File: config.mk
export PLATFORM = sky130hd
export DESIGN_NAME = mem_port_arbiter
export DESIGN_NICKNAME = d
export VERILOG_FILES = /design/src/rtl/mem_port_arbiter_pkg.sv /design/src/rtl/mem_port_arbiter_burst_buf.sv /design/src/rtl/mem_port_arbiter.sv
export SDC_FILE = /design/constraint.sdc
export NUM_CORES = 2
export LEC_CHECK = 0
export BUFFER_PORTS_ARGS = -buffer_cell sky130_fd_sc_hd__buf_4
export CAP_MARGIN = 40
export CORE_AREA = 2 2 387 389
export CTS_BUF_LIST = sky130_fd_sc_hd__clkbuf_8 sky130_fd_sc_hd__clkbuf_16
export DETAILED_ROUTE_END_ITERATION = 7
export DIE_AREA = 0 0 389 391
export PLACE_DENSITY = 0.53
export SYNTH_ARGS = -nofsm -noshare
export SYNTH_HDL_FRONTEND = slang
export SYNTH_HIERARCHICAL = 1
export SYNTH_SLANG_ARGS = --single-unit
File: constraint.sdc
create_clock -name clk -period 7.5 [get_ports clk]
set_input_delay 1.5 -clock clk [delete_from_list [all_inputs] [get_ports clk]]
set_output_delay 1.5 -clock clk [all_outputs]
set_load 0.02 [all_outputs]
File: src/rtl/mem_port_arbiter_pkg.sv
// Shared types and constants for the L1-to-memory port arbiter.
package mem_port_arbiter_pkg;

  localparam int unsigned LINE_W     = 256;
  localparam int unsigned BEAT_W     = 64;
  localparam int unsigned ADDR_W     = 32;
  localparam int unsigned BEATS      = LINE_W / BEAT_W;
  localparam int unsigned CNT_W      = $clog2(BEATS);
  localparam int unsigned LINE_BYTES = LINE_W / 8;

  typedef enum logic [2:0] {
    IDLE,
    I_RD,
    D_RD,
    D_WR,
    DONE
  } arb_state_t;

  typedef enum logic {
    REQ_I,
    REQ_D
  } requester_t;

  // Clear the byte-offset bits so the burst starts on a line boundary.
  function automatic logic [ADDR_W-1:0] line_align(input logic [ADDR_W-1:0] addr);
    return addr & ~ADDR_W'(LINE_BYTES - 1);
  endfunction

endpackage

File: src/rtl/mem_port_arbiter_burst_buf.sv
// Cache-line burst buffer: holds one line, tracks the current beat and
// provides next-cycle views so the parent can register its outputs.
module mem_port_arbiter_burst_buf
  import mem_port_arbiter_pkg::*;
(
  input  logic              clk,
  input  logic              rst,
  input  logic              load_en,
  input  logic [LINE_W-1:0] load_line,
  input  logic              clr_en,
  input  logic              beat_en,
  input  logic              capture_en,
  input  logic [BEAT_W-1:0] beat_in,
  output logic [BEAT_W-1:0] beat_nxt_c,
  output logic [LINE_W-1:0] line_nxt_c,
  output logic              last_beat_c
);

  logic [LINE_W-1:0] line_q, line_d;
  logic [CNT_W-1:0]  cnt_q, cnt_d;

  // Load, beat capture and counter advance (wraps after the last beat).
  always_comb begin
    line_d = line_q;
    cnt_d  = cnt_q;
    if (load_en) begin
      line_d = load_line;
    end
    if (clr_en) begin
      cnt_d = '0;
    end else if (beat_en) begin
      if (capture_en) begin
        for (int unsigned k = 0; k < BEATS; k++) begin
          if (cnt_q == CNT_W'(k)) begin
            line_d[k*BEAT_W +: BEAT_W] = beat_in;
          end
        end
      end
      cnt_d = cnt_q + CNT_W'(1);
    end
  end

  // Beat mux on next-cycle state, so a registered consumer lines up with cnt.
  always_comb begin
    beat_nxt_c = '0;
    for (int unsigned k = 0; k < BEATS; k++) begin
      if (cnt_d == CNT_W'(k)) begin
        beat_nxt_c = line_d[k*BEAT_W +: BEAT_W];
      end
    end
  end

  assign line_nxt_c  = line_d;
  assign last_beat_c = (cnt_q == CNT_W'(BEATS - 1));

  // Buffer and counter registers.
  always_ff @(posedge clk or negedge rst) begin
    if (!rst) begin
      line_q <= '0;
      cnt_q  <= '0;
    end else begin
      line_q <= line_d;
      cnt_q  <= cnt_d;
    end
  end

endmodule

File: src/rtl/mem_port_arbiter.sv
// Arbitrates I-cache and D-cache line transactions onto the single burst
// memory port, one line at a time, round-robin when both are pending.
module mem_port_arbiter
  import mem_port_arbiter_pkg::*;
(
  input  logic              clk,
  input  logic              rst,
  input  logic              i_read,
  input  logic [ADDR_W-1:0] i_addr,
  output logic [LINE_W-1:0] i_rdata,
  output logic              i_resp,
  input  logic              d_read,
  input  logic              d_write,
  input  logic [ADDR_W-1:0] d_addr,
  input  logic [LINE_W-1:0] d_wdata,
  output logic [LINE_W-1:0] d_rdata,
  output logic              d_resp,
  output logic              mem_read,
  output logic              mem_write,
  output logic [ADDR_W-1:0] mem_addr,
  output logic [BEAT_W-1:0] mem_wdata,
  input  logic [BEAT_W-1:0] mem_rdata,
  input  logic              mem_resp
);

  arb_state_t        state_q, state_d;
  requester_t        last_grant_q, last_grant_d;
  logic              mem_read_q, mem_read_d;
  logic              mem_write_q, mem_write_d;
  logic [ADDR_W-1:0] mem_addr_q, mem_addr_d;
  logic [BEAT_W-1:0] mem_wdata_q, mem_wdata_d;
  logic              i_resp_q, i_resp_d;
  logic              d_resp_q, d_resp_d;
  logic [LINE_W-1:0] i_rdata_q, i_rdata_d;
  logic [LINE_W-1:0] d_rdata_q, d_rdata_d;

  logic              d_req;
  logic              grant_d;
  logic              buf_load;
  logic              buf_clr;
  logic              buf_beat;
  logic              buf_capture;
  logic [BEAT_W-1:0] buf_beat_nxt;
  logic [LINE_W-1:0] buf_line_nxt;
  logic              buf_last;

  mem_port_arbiter_burst_buf u_buf (
    .clk         (clk),
    .rst         (rst),
    .load_en     (buf_load),
    .load_line   (d_wdata),
    .clr_en      (buf_clr),
    .beat_en     (buf_beat),
    .capture_en  (buf_capture),
    .beat_in     (mem_rdata),
    .beat_nxt_c  (buf_beat_nxt),
    .line_nxt_c  (buf_line_nxt),
    .last_beat_c (buf_last)
  );

  // Next-state, grant and registered-output computation.
  always_comb begin
    state_d      = state_q;
    last_grant_d = last_grant_q;
    mem_addr_d   = mem_addr_q;
    i_rdata_d    = i_rdata_q;
    d_rdata_d    = d_rdata_q;
    i_resp_d     = 1'b0;
    d_resp_d     = 1'b0;
    buf_load     = 1'b0;
    buf_clr      = 1'b0;
    buf_beat     = 1'b0;
    buf_capture  = 1'b0;
    d_req        = d_read | d_write;
    grant_d      = 1'b0;

    unique case (state_q)
      IDLE: begin
        if (i_read || d_req) begin
          // D wins when alone, or when both pend and I was served last.
          grant_d = d_req && (!i_read || (last_grant_q == REQ_I));
          buf_clr = 1'b1;
          if (grant_d) begin
            state_d      = d_write ? D_WR : D_RD;
            last_grant_d = REQ_D;
            mem_addr_d   = line_align(d_addr);
            buf_load     = d_write;
          end else begin
            state_d      = I_RD;
            last_grant_d = REQ_I;
            mem_addr_d   = line_align(i_addr);
          end
        end
      end
      I_RD, D_RD, D_WR: begin
        buf_beat    = mem_resp;
        buf_capture = (state_q != D_WR);
        if (mem_resp && buf_last) begin
          state_d = DONE;
        end
      end
      DONE: begin
        state_d = IDLE;
      end
      default: begin
        state_d = IDLE;
      end
    endcase

    mem_read_d  = (state_d == I_RD) || (state_d == D_RD);
    mem_write_d = (state_d == D_WR);
    mem_wdata_d = mem_write_d ? buf_beat_nxt : '0;

    if (state_d == DONE) begin
      if (state_q == I_RD) begin
        i_resp_d  = 1'b1;
        i_rdata_d = buf_line_nxt;
      end else if ((state_q == D_RD) || (state_q == D_WR)) begin
        d_resp_d  = 1'b1;
        d_rdata_d = buf_line_nxt;
      end
    end
  end

  // State and output registers.
  always_ff @(posedge clk or negedge rst) begin
    if (!rst) begin
      state_q      <= IDLE;
      last_grant_q <= REQ_I;
      mem_read_q   <= 1'b0;
      mem_write_q  <= 1'b0;
      mem_addr_q   <= '0;
      mem_wdata_q  <= '0;
      i_resp_q     <= 1'b0;
      d_resp_q     <= 1'b0;
      i_rdata_q    <= '0;
      d_rdata_q    <= '0;
    end else begin
      state_q      <= state_d;
      last_grant_q <= last_grant_d;
      mem_read_q   <= mem_read_d;
      mem_write_q  <= mem_write_d;
      mem_addr_q   <= mem_addr_d;
      mem_wdata_q  <= mem_wdata_d;
      i_resp_q     <= i_resp_d;
      d_resp_q     <= d_resp_d;
      i_rdata_q    <= i_rdata_d;
      d_rdata_q    <= d_rdata_d;
    end
  end

  assign mem_read  = mem_read_q;
  assign mem_write = mem_write_q;
  assign mem_addr  = mem_addr_q;
  assign mem_wdata = mem_wdata_q;
  assign i_resp    = i_resp_q;
  assign d_resp    = d_resp_q;
  assign i_rdata   = i_rdata_q;
  assign d_rdata   = d_rdata_q;

  // Illegal requester / memory behaviour.
  a_d_rw_excl: assert property (@(posedge clk) disable iff (!rst) !(d_read && d_write));
  a_i_hold:    assert property (@(posedge clk) disable iff (!rst) (state_q == I_RD) |-> i_read);
  a_d_hold:    assert property (@(posedge clk) disable iff (!rst)
                                ((state_q == D_RD) || (state_q == D_WR)) |-> d_req);
  a_mem_resp:  assert property (@(posedge clk) disable iff (!rst)
                                mem_resp |-> (mem_read_q || mem_write_q));

endmodule
# After elaboration in Yosys (flattened, before gate mapping)
# Index checks and enable logic that the tools add are counted.
dict set report totals {
  register_bits 874
  word_cells 78
}
dict set report classes {
  addsub 1
  mux 34
  n_reduce_logical 14
  n_bitwise 3
  eq_ne 14
}
# op n
set ops {}
lappend ops {{256-bit two-way mux} 4}
lappend ops {{64-bit two-way mux} 9}
lappend ops {{32-bit two-way mux} 1}
lappend ops {{1-bit two-way mux} 14}
lappend ops {{3-bit by 2-bit equality test with 1-bit output, second input constant} 4}
lappend ops {{2-bit equality test, second input constant} 4}
lappend ops {{3-bit by 1-bit equality test with 1-bit output, second input constant} 2}
lappend ops {{2-bit two-way mux} 3}
lappend ops {{3-bit two-way mux} 2}
lappend ops {{3-bit one-hot mux with 2 select lines} 1}
lappend ops {{2-bit by 1-bit equality test with 1-bit output, second input constant} 2}
lappend ops {{2-bit zero test} 2}
lappend ops {{1-bit logical OR} 4}
lappend ops {{2-bit AND reduction} 2}
lappend ops {{3-bit equality test, second input constant} 1}
lappend ops {{3-bit zero test} 1}
lappend ops {{3-bit by 2-bit inequality test with 1-bit output, second input constant} 1}
lappend ops {{3-bit AND reduction} 1}
lappend ops {{3-bit OR reduction} 1}
lappend ops {{2-bit by 1-bit adder with 2-bit output, second input constant} 1}
lappend ops {{1-bit logical AND} 2}
lappend ops {{1-bit inverter} 2}
lappend ops {{1-bit zero test} 1}
lappend ops {{1-bit bitwise OR} 1}

# Depth between registers and ports, before layout
dict set report logic_depth {
  ltp_word 16
  mapped_depth 14
}

# By module
# Netlist, hierarchy kept.
# mod n_inst seq_area_each_um2 area_per_inst_um2 cells_per_inst
set by_module_without_submodules {}
lappend by_module_without_submodules {mem_port_arbiter 1 15289.7 22990.8 1488}
lappend by_module_without_submodules {mem_port_arbiter_burst_buf 1 6456.2 15478.6 1492}

# Least setup slack after synthesis
# OpenSTA, ideal clock, no wires.
dict set report synth_timing {
  path_type {in2reg}
  from {input i_read}
  to {register mem_wdata_q[54] (netlist: mem_wdata[54])}
  n_path_buf 5
  setup_slack_ns 3.513
  cell_stages 13
  arrival_ns 3.893
  setup_time_ns 0.094
  path_cell_list {or3_1 clkbuf_1 and2_1 clkbuf_1 buf_6 nand4b_1 buf_4 buf_6 mux2_4 a22oi_1 o31a_1 inv_1 a211oi_1}
}
dict set report synth_between {
  word_cells_on_any_way 31
  classes_between {eq/ne: 4; mux: 22; reduce/logical: 5}
}
# item line
set synth_lines {}
lappend synth_lines {{from (decl)} mem_port_arbiter.sv:8} ;# input logic i_read,
lappend synth_lines {{1-bit logical OR *} mem_port_arbiter.sv:79} ;# if (i_read || d_req) begin
lappend synth_lines {{1-bit two-way mux *} mem_port_arbiter.sv:79}
lappend synth_lines {{1-bit two-way mux *} mem_port_arbiter.sv:77} ;# unique case (state_q)
lappend synth_lines {{via buf_clr} mem_port_arbiter.sv:40} ;# logic buf_clr;
lappend synth_lines {{2-bit two-way mux} mem_port_arbiter_burst_buf.sv:29} ;# if (clr_en) begin
lappend synth_lines {{2-bit zero test} mem_port_arbiter_burst_buf.sv:47} ;# if (cnt_d == CNT_W'(k)) begin
lappend synth_lines {{64-bit two-way mux (3 in series)} mem_port_arbiter_burst_buf.sv:47}
lappend synth_lines {{64-bit two-way mux *} mem_port_arbiter_burst_buf.sv:47}
lappend synth_lines {{via buf_beat_nxt[54]} mem_port_arbiter.sv:43} ;# logic [BEAT_W-1:0] buf_beat_nxt;
lappend synth_lines {{64-bit two-way mux *} mem_port_arbiter.sv:112} ;# mem_wdata_d = mem_write_d ? buf_beat_nxt : '0;
lappend synth_lines {{via mem_wdata_d[54]} mem_port_arbiter.sv:31} ;# logic [BEAT_W-1:0] mem_wdata_q, mem_wdata_d;
lappend synth_lines {{to (signal assigned)} mem_port_arbiter.sv:144} ;# mem_wdata_q <= mem_wdata_d;
lappend synth_lines {{to (decl)} mem_port_arbiter.sv:31}
# Mark *: on every way through the listed nets, which the timed path passes. The rest lies on a longest branch.
# A chain may end at the register's enable or synchronous reset.

# Worst setup path in the final report
dict set report layout_timing {
  from {register state_q[1]}
  to {register mem_wdata_q[40] (netlist: mem_wdata[40])}
}
dict set report layout_between {
  elab_chain_len 12
  word_cells_on_any_way 33
  classes_between {eq/ne: 8; mux: 22; reduce/logical: 3}
}
# item line
set layout_lines {}
lappend layout_lines {{from (decl)} mem_port_arbiter.sv:26} ;# arb_state_t state_q, state_d;
lappend layout_lines {{from (signal assigned)} mem_port_arbiter.sv:139} ;# state_q <= state_d;
lappend layout_lines {{3-bit zero test} mem_port_arbiter.sv:77}
lappend layout_lines {{1-bit two-way mux} mem_port_arbiter.sv:77}
lappend layout_lines {{256-bit two-way mux} mem_port_arbiter_burst_buf.sv:26} ;# if (load_en) begin
lappend layout_lines {{64-bit two-way mux} mem_port_arbiter_burst_buf.sv:34} ;# if (cnt_q == CNT_W'(k)) begin
lappend layout_lines {{256-bit two-way mux} mem_port_arbiter_burst_buf.sv:32} ;# if (capture_en) begin
lappend layout_lines {{256-bit two-way mux} mem_port_arbiter_burst_buf.sv:31} ;# end else if (beat_en) begin
lappend layout_lines {{256-bit two-way mux} mem_port_arbiter_burst_buf.sv:29}
lappend layout_lines {{64-bit two-way mux (3 in series)} mem_port_arbiter_burst_buf.sv:47}
lappend layout_lines {{64-bit two-way mux *} mem_port_arbiter_burst_buf.sv:47}
lappend layout_lines {{via buf_beat_nxt[40]} mem_port_arbiter.sv:43}
lappend layout_lines {{64-bit two-way mux *} mem_port_arbiter.sv:112}
lappend layout_lines {{via mem_wdata_d[40]} mem_port_arbiter.sv:31}
# Marked as above.

==> results_dict.tcl <==
set metrics [dict create \
    cts_tree "built" \
    wl_per_cell_um 25.90 \
    area_growth_pct 33.17 \
    grt_pass1_vias 28740 \
    port_buffers 986 \
    tns_ns 0 \
    worstHoldPathType "register to register" \
    yosysTopAreaCell "dfrtp_1" \
    yosysSeqAreaShare 0.5653 \
    synthCells 2980 \
    maxSlewHeadroom 0.1807 \
    place_area_um2 47860 \
    nFillCells 14820 \
    worst-r2r-setup-slack_ns 3.17 \
    cts_made_buffers 100 \
    holdBufCountCts 0 \
    cp-start-kind "register" \
    min_from "i_rdata[221]" \
    crit_path_start "state_q[1]" \
    layout.nets 4303 \
    gp_congestion 0.8775 \
    tightest_slew_ns 1.229 \
    dpl.hpwl_um 110600 \
    grt_max_degree 153 \
    synth.distinct_cells 43 \
    period_share 0.5770 \
    postRouteAntennaNets 0 \
    peakVddDrop_mv 0.2511 \
    postCtsSetupBuffers 0 \
    arrival_ns 4.89 \
    worst-path-buf-inv 3 \
    critical_path_class "register to register" \
    synth_commonest_cells "dfrtp_1 (869), mux2_2 (348), inv_1 (264), mux2i_1 (257), mux2_1 (232)" \
    grt.total_usage 0.1964 \
    crit_chain "nor3_4 > buf_4 > and2_1 > nand4b_1 > buf_12 > mux2_4 > a22oi_1 > o31a_1 > inv_1 > a211oi_1" \
    maxCapViolCount 0 \
    clockBufferDepth 3 \
    cts_num_sinks 869 \
    synth_warnings 6 \
    synth-edff-count 0 \
    path_max_fanout 64 \
    critical_path.endpoint_type "register" \
    antenna_found_initial 28 \
    fin_area_um2 51230 \
    drtPass1Iterations 5 \
    grt_pass1_wl_um 216900 \
    rr_worst_depth 10 \
    vias 27920 \
    min_to "i_rdata[221]" \
    avgViaCountPerCell 4.702 \
    finalSetupViolations 0 \
    netlist_top_cells_area "dfrtp_1 (57%), mux2_2 (10%), mux2_1 (6.8%), mux2i_1 (6.7%), a211oi_1 (3.7%)" \
    crit_slowest_cell "and2_1" \
    cts_resized 0 \
    wl_um 153800 \
    synth.most_common_cell "dfrtp_1" \
    fp.dieW_um 389 \
    synth_flop_cell "dfrtp_1" \
    gr-total-overflow 0 \
    syn_area_per_cell_um2 12.91 \
    holdPathStages 1 \
    drive_above_1_share 0.4064 \
    status "complete, no violations" \
    hold_viol_final 0 \
    core_area_um2 148500 \
    critical_path.top_delay_family "simple AND/OR/NAND/NOR gates" \
    fmax_ghz 0.2311 \
    required_ns 8.06 \
    io_pins 1002 \
    r2r-end "mem_wdata[40]" \
    p_leak_nw 24.45 \
    clk_pin_slew_ns 0.06 \
    die_area_um2 152100 \
    synth_area_um2 38470 \
    rsz0062_at_grt "false" \
    synth.ff_latch_count 869 \
    start_util 0.2590 \
    slew_viol_final 0 \
    worstSkewPairLatency_ns 0.70 \
    critical-path-max-stage-delay_ns 0.63 \
    yosys.area.top_type_share 0.5653 \
    period_minus_slack_ns 4.328 \
    h-tree-depth 3 \
    num_rows 142 \
    r2r-start "state_q[1]" \
    die_h_um 391 \
    clockRootBuffer "clkbuf_16" \
    drc 0 \
    async_flop_share 1.000 \
    power_density_nw_per_um2 498.7 \
    clock_skew_ns 0.01956 \
    dr.first_iter.drc_count 1620 \
]
==> where the power goes <==
part	switching [mW]	total [mW]	internal, mW
clock	2.07	4.96	2.89
combinational	7.66	12.7	5.04
sequential	0.995	7.88	6.89
==> layout by cell type, fill, tap and decap left out, types with 60 or more instances in the layout <==
cell / synthesis / final
nor2_1: 132 / 131
mux2_2: 348 / 348
buf_4: 37 / 1020
mux2i_1: 257 / 257
a21oi_1: 157 / 157
inv_1: 264 / 284
clkbuf_16: 0 / 102
mux2_1: 232 / 232
mux2_4: 60 / 60
o31a_1: 64 / 64
a211oi_1: 192 / 192
dfrtp_1: 869 / 869
a22oi_1: 64 / 64
==> cells by family (layout without fill, tap and decap cells) <==
logic type                 count (synthesis)  count (layout)  synth area share
DFF                                      869             869            0.5653
adders and majority gates                  4               4          0.001301
buffers and inverters                    482            1482           0.05802
muxes                                    897             897            0.2601
other                                      1              15        0.00009748
AOI/OAI and AO/OA                        514             514           0.09214
and+or+nand+nor                          211             211           0.02264
xor gates and xnor gates                   2               2         0.0004554
==> flip-flops by register name, indices dropped and copies added, names as in the netlist <==
name	cells
state_q	3
last_grant_q	1
d_resp	1
u_buf/line_q	256
d_rdata	256
i_resp	1
u_buf/cnt_q	2
i_rdata	256
mem_addr	27
mem_wdata	64
mem_write	1
mem_read	1
==> through the flow <==
stage	total power, mW	utilization	setup slack (ns)	cells	hold WS (ns)
finish	25.55	0.3449	3.172	5938	0.4839
global placement	20.60	0.3220	2.853	5749	0.4693
detailed placement	20.73	0.3222	2.735	5751	0.4760
floorplan	15.06	-	3.513	2984	0.5448
global route	26.96	0.3449	3.113	5936	0.4976
CTS	25.83	0.3447	3.288	5928	0.4888
==> worst max path at each step <==
stage                         end  slack [ns]  depth (start not counted)
detailed placement  mem_wdata[40]        2.74                         10
CTS                 mem_wdata[40]        3.29                         10
finish              mem_wdata[40]        3.17                         10
global route        mem_wdata[40]        3.11                         10
floorplan           mem_wdata[54]        3.51                         13
global placement    mem_wdata[40]        2.85                         10
==> metal layers <==
layer,GRT usage,routed length [µm],vias to the layer above
li1,-,-,12380
met1,0.2379,61670,14290
met2,0.3199,73150,988
met3,0.07625,14020,225
met4,0.06293,4667,34
met5,0,293,-
==> layout make-up <==
type / count / area (µm²) / area share
multi-input combinational: 1633 / 14620 / 0.2854
sequential: 869 / 21750 / 0.4245
timing repair buffer: 1041 / 8073 / 0.1576
tap: 1944 / 2432 / 0.04748
clock buffer: 127 / 2897 / 0.05654
antenna: 10 / 25.02 / 0.0004885
inverter: 264 / 991.0 / 0.01934
clock inverter: 50 / 444.2 / 0.008671
No activity file was read; power rests on OpenSTA's default activity.
